===== src/rtl/serial_mag_comp_pkg.sv =====
// rtl/serial_mag_comp_pkg.sv - shared types, constants and sizing helpers for serial_mag_comp
package serial_mag_comp_pkg;

   typedef enum logic [1:0] {
      IDLE = 2'd0,
      SCAN = 2'd1,
      DONE = 2'd2
   } state_t;

   // One-hot result encoding, ordered {gt, eq, lt}
   localparam logic [2:0] RES_GT = 3'b100;
   localparam logic [2:0] RES_EQ = 3'b010;
   localparam logic [2:0] RES_LT = 3'b001;

   localparam int DEF_DIGIT = 2;

   function automatic int calcNdig(input int width, input int digit);
      return width / digit;
   endfunction

   // Counter must hold NDIG itself, not just NDIG-1
   function automatic int calcCntW(input int ndig);
      return $clog2(ndig + 1);
   endfunction

endpackage


===== src/rtl/cmp_slice.sv =====
// rtl/cmp_slice.sv - combinational DIGIT-bit unsigned magnitude comparator
module cmp_slice
   import serial_mag_comp_pkg::*;
#(
   parameter int DIGIT = DEF_DIGIT
) (
   input  logic [DIGIT-1:0] a,
   input  logic [DIGIT-1:0] b,
   output logic             slice_gt,
   output logic             slice_eq,
   output logic             slice_lt
);

   logic higherEq;

   // MSB-first priority chain: a bit decides only while all higher bits matched
   always_comb begin
      slice_gt = 1'b0;
      higherEq = 1'b1;
      for (int i = DIGIT - 1; i >= 0; i--) begin
         slice_gt = slice_gt | (higherEq & a[i] & ~b[i]);
         higherEq = higherEq & ~(a[i] ^ b[i]);
      end
      slice_eq = &(~(a ^ b));
      slice_lt = ~slice_gt & ~slice_eq;
   end

endmodule


===== src/rtl/serial_mag_comp.sv =====
// rtl/serial_mag_comp.sv - multi-cycle MSB-first magnitude comparator with early exit
module serial_mag_comp
   import serial_mag_comp_pkg::*;
#(
   parameter  int WIDTH      = 16,
   parameter  int DIGIT      = 2,
   parameter  int EARLY_EXIT = 1,
   localparam int NDIG       = calcNdig(WIDTH, DIGIT),
   localparam int CNTW       = calcCntW(NDIG)
) (
   input  logic             clk,
   input  logic             rst,
   input  logic             start_valid,
   output logic             start_ready,
   input  logic [WIDTH-1:0] a,
   input  logic [WIDTH-1:0] b,
   input  logic             signed_mode,
   output logic             res_valid,
   input  logic             res_ready,
   output logic             gt,
   output logic             eq,
   output logic             lt,
   output logic [CNTW-1:0]  cycles
);

   localparam bit              EARLY     = (EARLY_EXIT != 0);
   localparam logic [CNTW-1:0] LAST_IDX  = CNTW'(NDIG - 1);
   // Flipping the sign bit maps two's complement onto offset binary
   localparam logic [WIDTH-1:0] SIGN_MASK = {1'b1, {(WIDTH-1){1'b0}}};

   state_t          state, stateNext;
   logic [WIDTH-1:0] opA, opB;
   logic [CNTW-1:0]  idx, cnt;
   logic             diffSeen, firstGt;
   logic             sliceGt, sliceEq, sliceLt;
   logic             scanDone;
   logic [2:0]       resCode;

   // Operands are shifted left each step, so the digit under test is always the top one
   cmp_slice #(.DIGIT(DIGIT)) uSlice (
      .a        (opA[WIDTH-1 -: DIGIT]),
      .b        (opB[WIDTH-1 -: DIGIT]),
      .slice_gt (sliceGt),
      .slice_eq (sliceEq),
      .slice_lt (sliceLt)
   );

   assign scanDone    = (EARLY && !sliceEq) || (idx == '0);
   assign start_ready = (state == IDLE);
   assign res_valid   = (state == DONE);

   // Result chosen at the end of the scan: a recorded first difference wins over the last digit
   always_comb begin
      resCode = RES_EQ;
      if (diffSeen)     resCode = firstGt ? RES_GT : RES_LT;
      else if (sliceGt) resCode = RES_GT;
      else if (sliceLt) resCode = RES_LT;
   end

   // State register
   always_ff @(posedge clk or posedge rst) begin
      if (rst) state <= IDLE;
      else     state <= stateNext;
   end

   // Next-state decode
   always_comb begin
      stateNext = state;
      case (state)
         IDLE:    if (start_valid) stateNext = SCAN;
         SCAN:    if (scanDone)    stateNext = DONE;
         DONE:    if (res_ready)   stateNext = IDLE;
         default: stateNext = IDLE;
      endcase
   end

   // Operand capture, digit stepping and result registers
   always_ff @(posedge clk or posedge rst) begin
      if (rst) begin
         opA      <= '0;
         opB      <= '0;
         idx      <= '0;
         cnt      <= '0;
         diffSeen <= 1'b0;
         firstGt  <= 1'b0;
         gt       <= 1'b0;
         eq       <= 1'b0;
         lt       <= 1'b0;
         cycles   <= '0;
      end else begin
         case (state)
            IDLE: begin
               if (start_valid) begin
                  opA      <= signed_mode ? (a ^ SIGN_MASK) : a;
                  opB      <= signed_mode ? (b ^ SIGN_MASK) : b;
                  idx      <= LAST_IDX;
                  cnt      <= '0;
                  diffSeen <= 1'b0;
                  firstGt  <= 1'b0;
               end
            end
            SCAN: begin
               cnt <= cnt + 1'b1;
               idx <= idx - 1'b1;
               opA <= opA << DIGIT;
               opB <= opB << DIGIT;
               if (!sliceEq && !diffSeen) begin
                  diffSeen <= 1'b1;
                  firstGt  <= sliceGt;
               end
               if (scanDone) begin
                  {gt, eq, lt} <= resCode;
                  cycles       <= cnt + 1'b1;
               end
            end
            default: ;
         endcase
      end
   end

endmodule


===== config.mk =====
export PLATFORM = sky130hd
export DESIGN_NAME = serial_mag_comp
export DESIGN_NICKNAME = d
export VERILOG_FILES = /design/src/rtl/serial_mag_comp_pkg.sv /design/src/rtl/cmp_slice.sv /design/src/rtl/serial_mag_comp.sv
export SDC_FILE = /design/constraint.sdc
export NUM_CORES = 1
export LEC_CHECK = 0
export CORE_UTILIZATION = 70
export CTS_BUF_LIST = sky130_fd_sc_hd__clkbuf_2
export CTS_CLUSTER_DIAMETER = 200
export DETAILED_ROUTE_END_ITERATION = 8
export DONT_BUFFER_PORTS = 1
export PLACE_DENSITY = 0.88
export SETUP_SLACK_MARGIN = 0.05
export SKIP_LAST_GASP = 1
export SLEW_MARGIN = 40
export SYNTH_ARGS = -nofsm -noshare
export SYNTH_HDL_FRONTEND = slang
export SYNTH_HIERARCHICAL = 1
export SYNTH_SLANG_ARGS = --single-unit
export TNS_END_PERCENT = 50

===== constraint.sdc =====
create_clock -name clk -period 5 [get_ports clk]
set_input_delay 1 -clock clk [delete_from_list [all_inputs] [get_ports clk]]
set_output_delay 1 -clock clk [all_outputs]
set_load 0.01 [all_outputs]

==> summary.md <==
| Metric | Value |
|---|---|
| Dpl cells | `261` |
| Final worst path period need | `2610 ps` |
| Initial Util | `75.9%` |
| Ys flop type | `dfrtp_1` |
| DR WL/cell | `17.5 um` |
| Post-synth EDFFs | `0` |
| Largest net degree at the start of global routing | `52` |
| Critical Path AT | `1610 ps` |
| Worst-Margin Slew | `740 ps` |
| Detailed Routing Iterations Pass 1 | `5` |
| Total power | `1.56 mW` |
| Leak | `1.10 nW` |
| Endpoints failing setup | `0` |
| Die Height | `60.5 um` |
| Via count | `1742` |
| Critical-path cell with the highest stage delay | `dfrtp_2` |
| CTS clk-pin slew, worst paths | `250 ps` |
| Initial antenna violation count | `0` |
| Final hold vios | `0` |
| RSZ-0062 raised after global routing | `false` |
| Count leader, synth | `dfrtp_1` |
| Slew margin rel. | `50.6%` |
| MaxCap Viol Count | `0` |
| Rows | `20` |
| Synth area leader | `dfrtp_1` |
| Crit path max fanout | `38` |
| Finished layout cell area | `2500 sq um` |
| PD cells | `624 nW/um^2` |
| Fmax | `383 MHz` |
| Top-level I/O count | `46` |
| Worst Hold Class | `in2async` |
| DR iter-0 viols | `105` |
| Core ar. | `3150 sq um` |
| Root Driver | `clkbuf_2` |
| GRT Total Usage | `29.8%` |
| CP Launch Type | `flip-flop` |
| Diodes inserted | `0` |
| Setup CP Type | `reg2out` |
| Avg Vias per Cell | `6.48` |
| Htree depth | `2` |
| Synth async-reset ratio | `100%` |
| Hold Worst Slack | `453 ps` |
| Max Slew Vio Count | `0` |
| Global-route wire length before repair | `7.85 mm` |
| Die ar. | `3660 sq um` |
| Vias in the first global route | `1732` |
| Cts hold-fix bufs | `0` |
| Num CTS Buffers | `5` |
| Yosys reg bits | `51` |
| Clk_skew | `6.39 ps` |
| Resized cells post-CTS | `0` |
| Synthesized Nets | `270` |
| Longest Clk Path Bufs | `2` |
| Top cell type's share of synthesized area | `53.3%` |
| Crit path cell chain | `nor2b_1` |
| Post-route insts no fill | `269` |
| DP Area | `2400 sq um` |
| Cells after Synth | `230` |
| Flop-to-flop setup slack | `2990 ps` |
| Yosys cell types | `38` |
| Routed WL | `4.70 mm` |
| Clk sink count | `51` |
| WP data required | `4000 ps` |
| Mapped Avg Cell Area | `10.4 sq um` |
| CTS tree | `yes` |
| Synthesized area | `2390 sq um` |
| GRT overflow | `0` |
| Postcts setup bufs | `0` |
| Fillers | `222` |
| Worst Setup End Kind | `output port` |
| Max incr delay on CP | `800 ps` |
| Chip width | `60.5 um` |
| Layout cell share with drive strength beyond 1 | `11.6%` |
| Final setup TNS | `0 ps` |
| Most frequent cells after synthesis | `51 x dfrtp_1, 30 x o21ai_0, 27 x nand2_1` |
| Top cells by area, synth | `dfrtp_1 53%, a22oi_1 8.2%, o21ai_0 6.3%, nand2_1 4.2%, mux2_2 3.3%` |
| IO buf count | `0` |
| Run status | `finished clean` |
| GP Congestion | `0.749` |
| Register area share after synthesis | `53.3%` |
| Crit share post-route | `52.2%` |
| DRC Markers | `0` |
| Crit path buf inv count | `0` |
| Fin nets | `264` |
| Post-DP HPWL | `3.18 mm` |
| Area grow syn2layout | `4.44%` |
| Yosys Warn Count | `6` |
| Post-DRT Antenna Nets | `0` |
| Clk_lat worst skew | `440 ps` |
| Worst VDD drop | `0.000392 V` |
| Crit-path leading delay family | `flip-flops` |
## per-stage QoR
step | setup WS (ps) | utilization (%)
3_3_place_gp | 2680 | 75.9
4_1_cts | 2420 | 79.2
3_5_place_dp | 2930 | 76.3
2_1_floorplan | 2770 | -
6_report | 2390 | 79.3
5_1_grt | 2270 | 79.3
## sequential cells by signal (all words and copies together) (netlist names)
signal / count
cnt: 4
cycles: 4
diffSeen: 1
eq: 1
firstGt: 1
gt: 1
idx: 4
lt: 1
opA: 16
opB: 16
state: 2
## routing by layer
metal | GRT usage (%) | wire length (um) | vias up
met3 | 8.96 | 301 | 13
met5 | 0 | 0 | -
met4 | 15.6 | 100 | 0
met1 | 36.7 | 1870 | 869
li1 | - | - | 806
met2 | 47.7 | 2430 | 54
## cell families after synthesis
kind of cell	after synthesis	synth area share, %
AND/OR/NAND/NOR	57	12.4
buffers and inverters	22	3.92
adder cells (fa/ha/maj)	3	1.57
AO/OA/AOI/OAI	83	22.7
XOR/XNOR	4	1.46
flip-flops	51	53.3
multiplexers	10	4.55
## worst paths after layout
kind / cells past startpoint / endpoint / from
worst max-delay path: 1 / res_valid / state[1]
worst min-delay path: 1 / opB[11] / rst
worst max register to register: 3 / cycles[1] / state[0]
worst min register to register: 1 / idx[3] / idx[3]
max in group asynchronous: 1 / state[0] / rst
min in group clk: 1 / idx[3] / idx[3]
## layout by cell type, fill, tap and decap left out, types with 3 or more instances in the layout
master and instances:
dfrtp_1 49, o21ai_0 30, nand2_1 27, a22oi_1 26, nor2b_1 11, a21oi_1 11
inv_1 7, mux2_2 7, a22o_1 5, clkbuf_2 5, nand3_1 3, mux2i_1 3
xnor2_1 3, nand2b_1 3, ha_1 3
## report_power, final
group          total, mW  switching [mW]  internal, mW
Combinational      0.520           0.274         0.246
Sequential         0.773           0.190         0.583
Clock              0.266           0.132         0.134
## layout make-up
class	count	area, sq um	share of cell area, %
Clock buffer	5	25.0	1.00
Sequential cell	51	1280	51.2
Multi-Input combinational cell	157	1030	41.3
Timing Repair Buffer	1	7.51	0.300
Inverter	8	32.5	1.30
Tap cell	44	55.1	2.20
Clock inverter	3	67.6	2.70
Note: power is estimated with default switching activity, not from simulation.
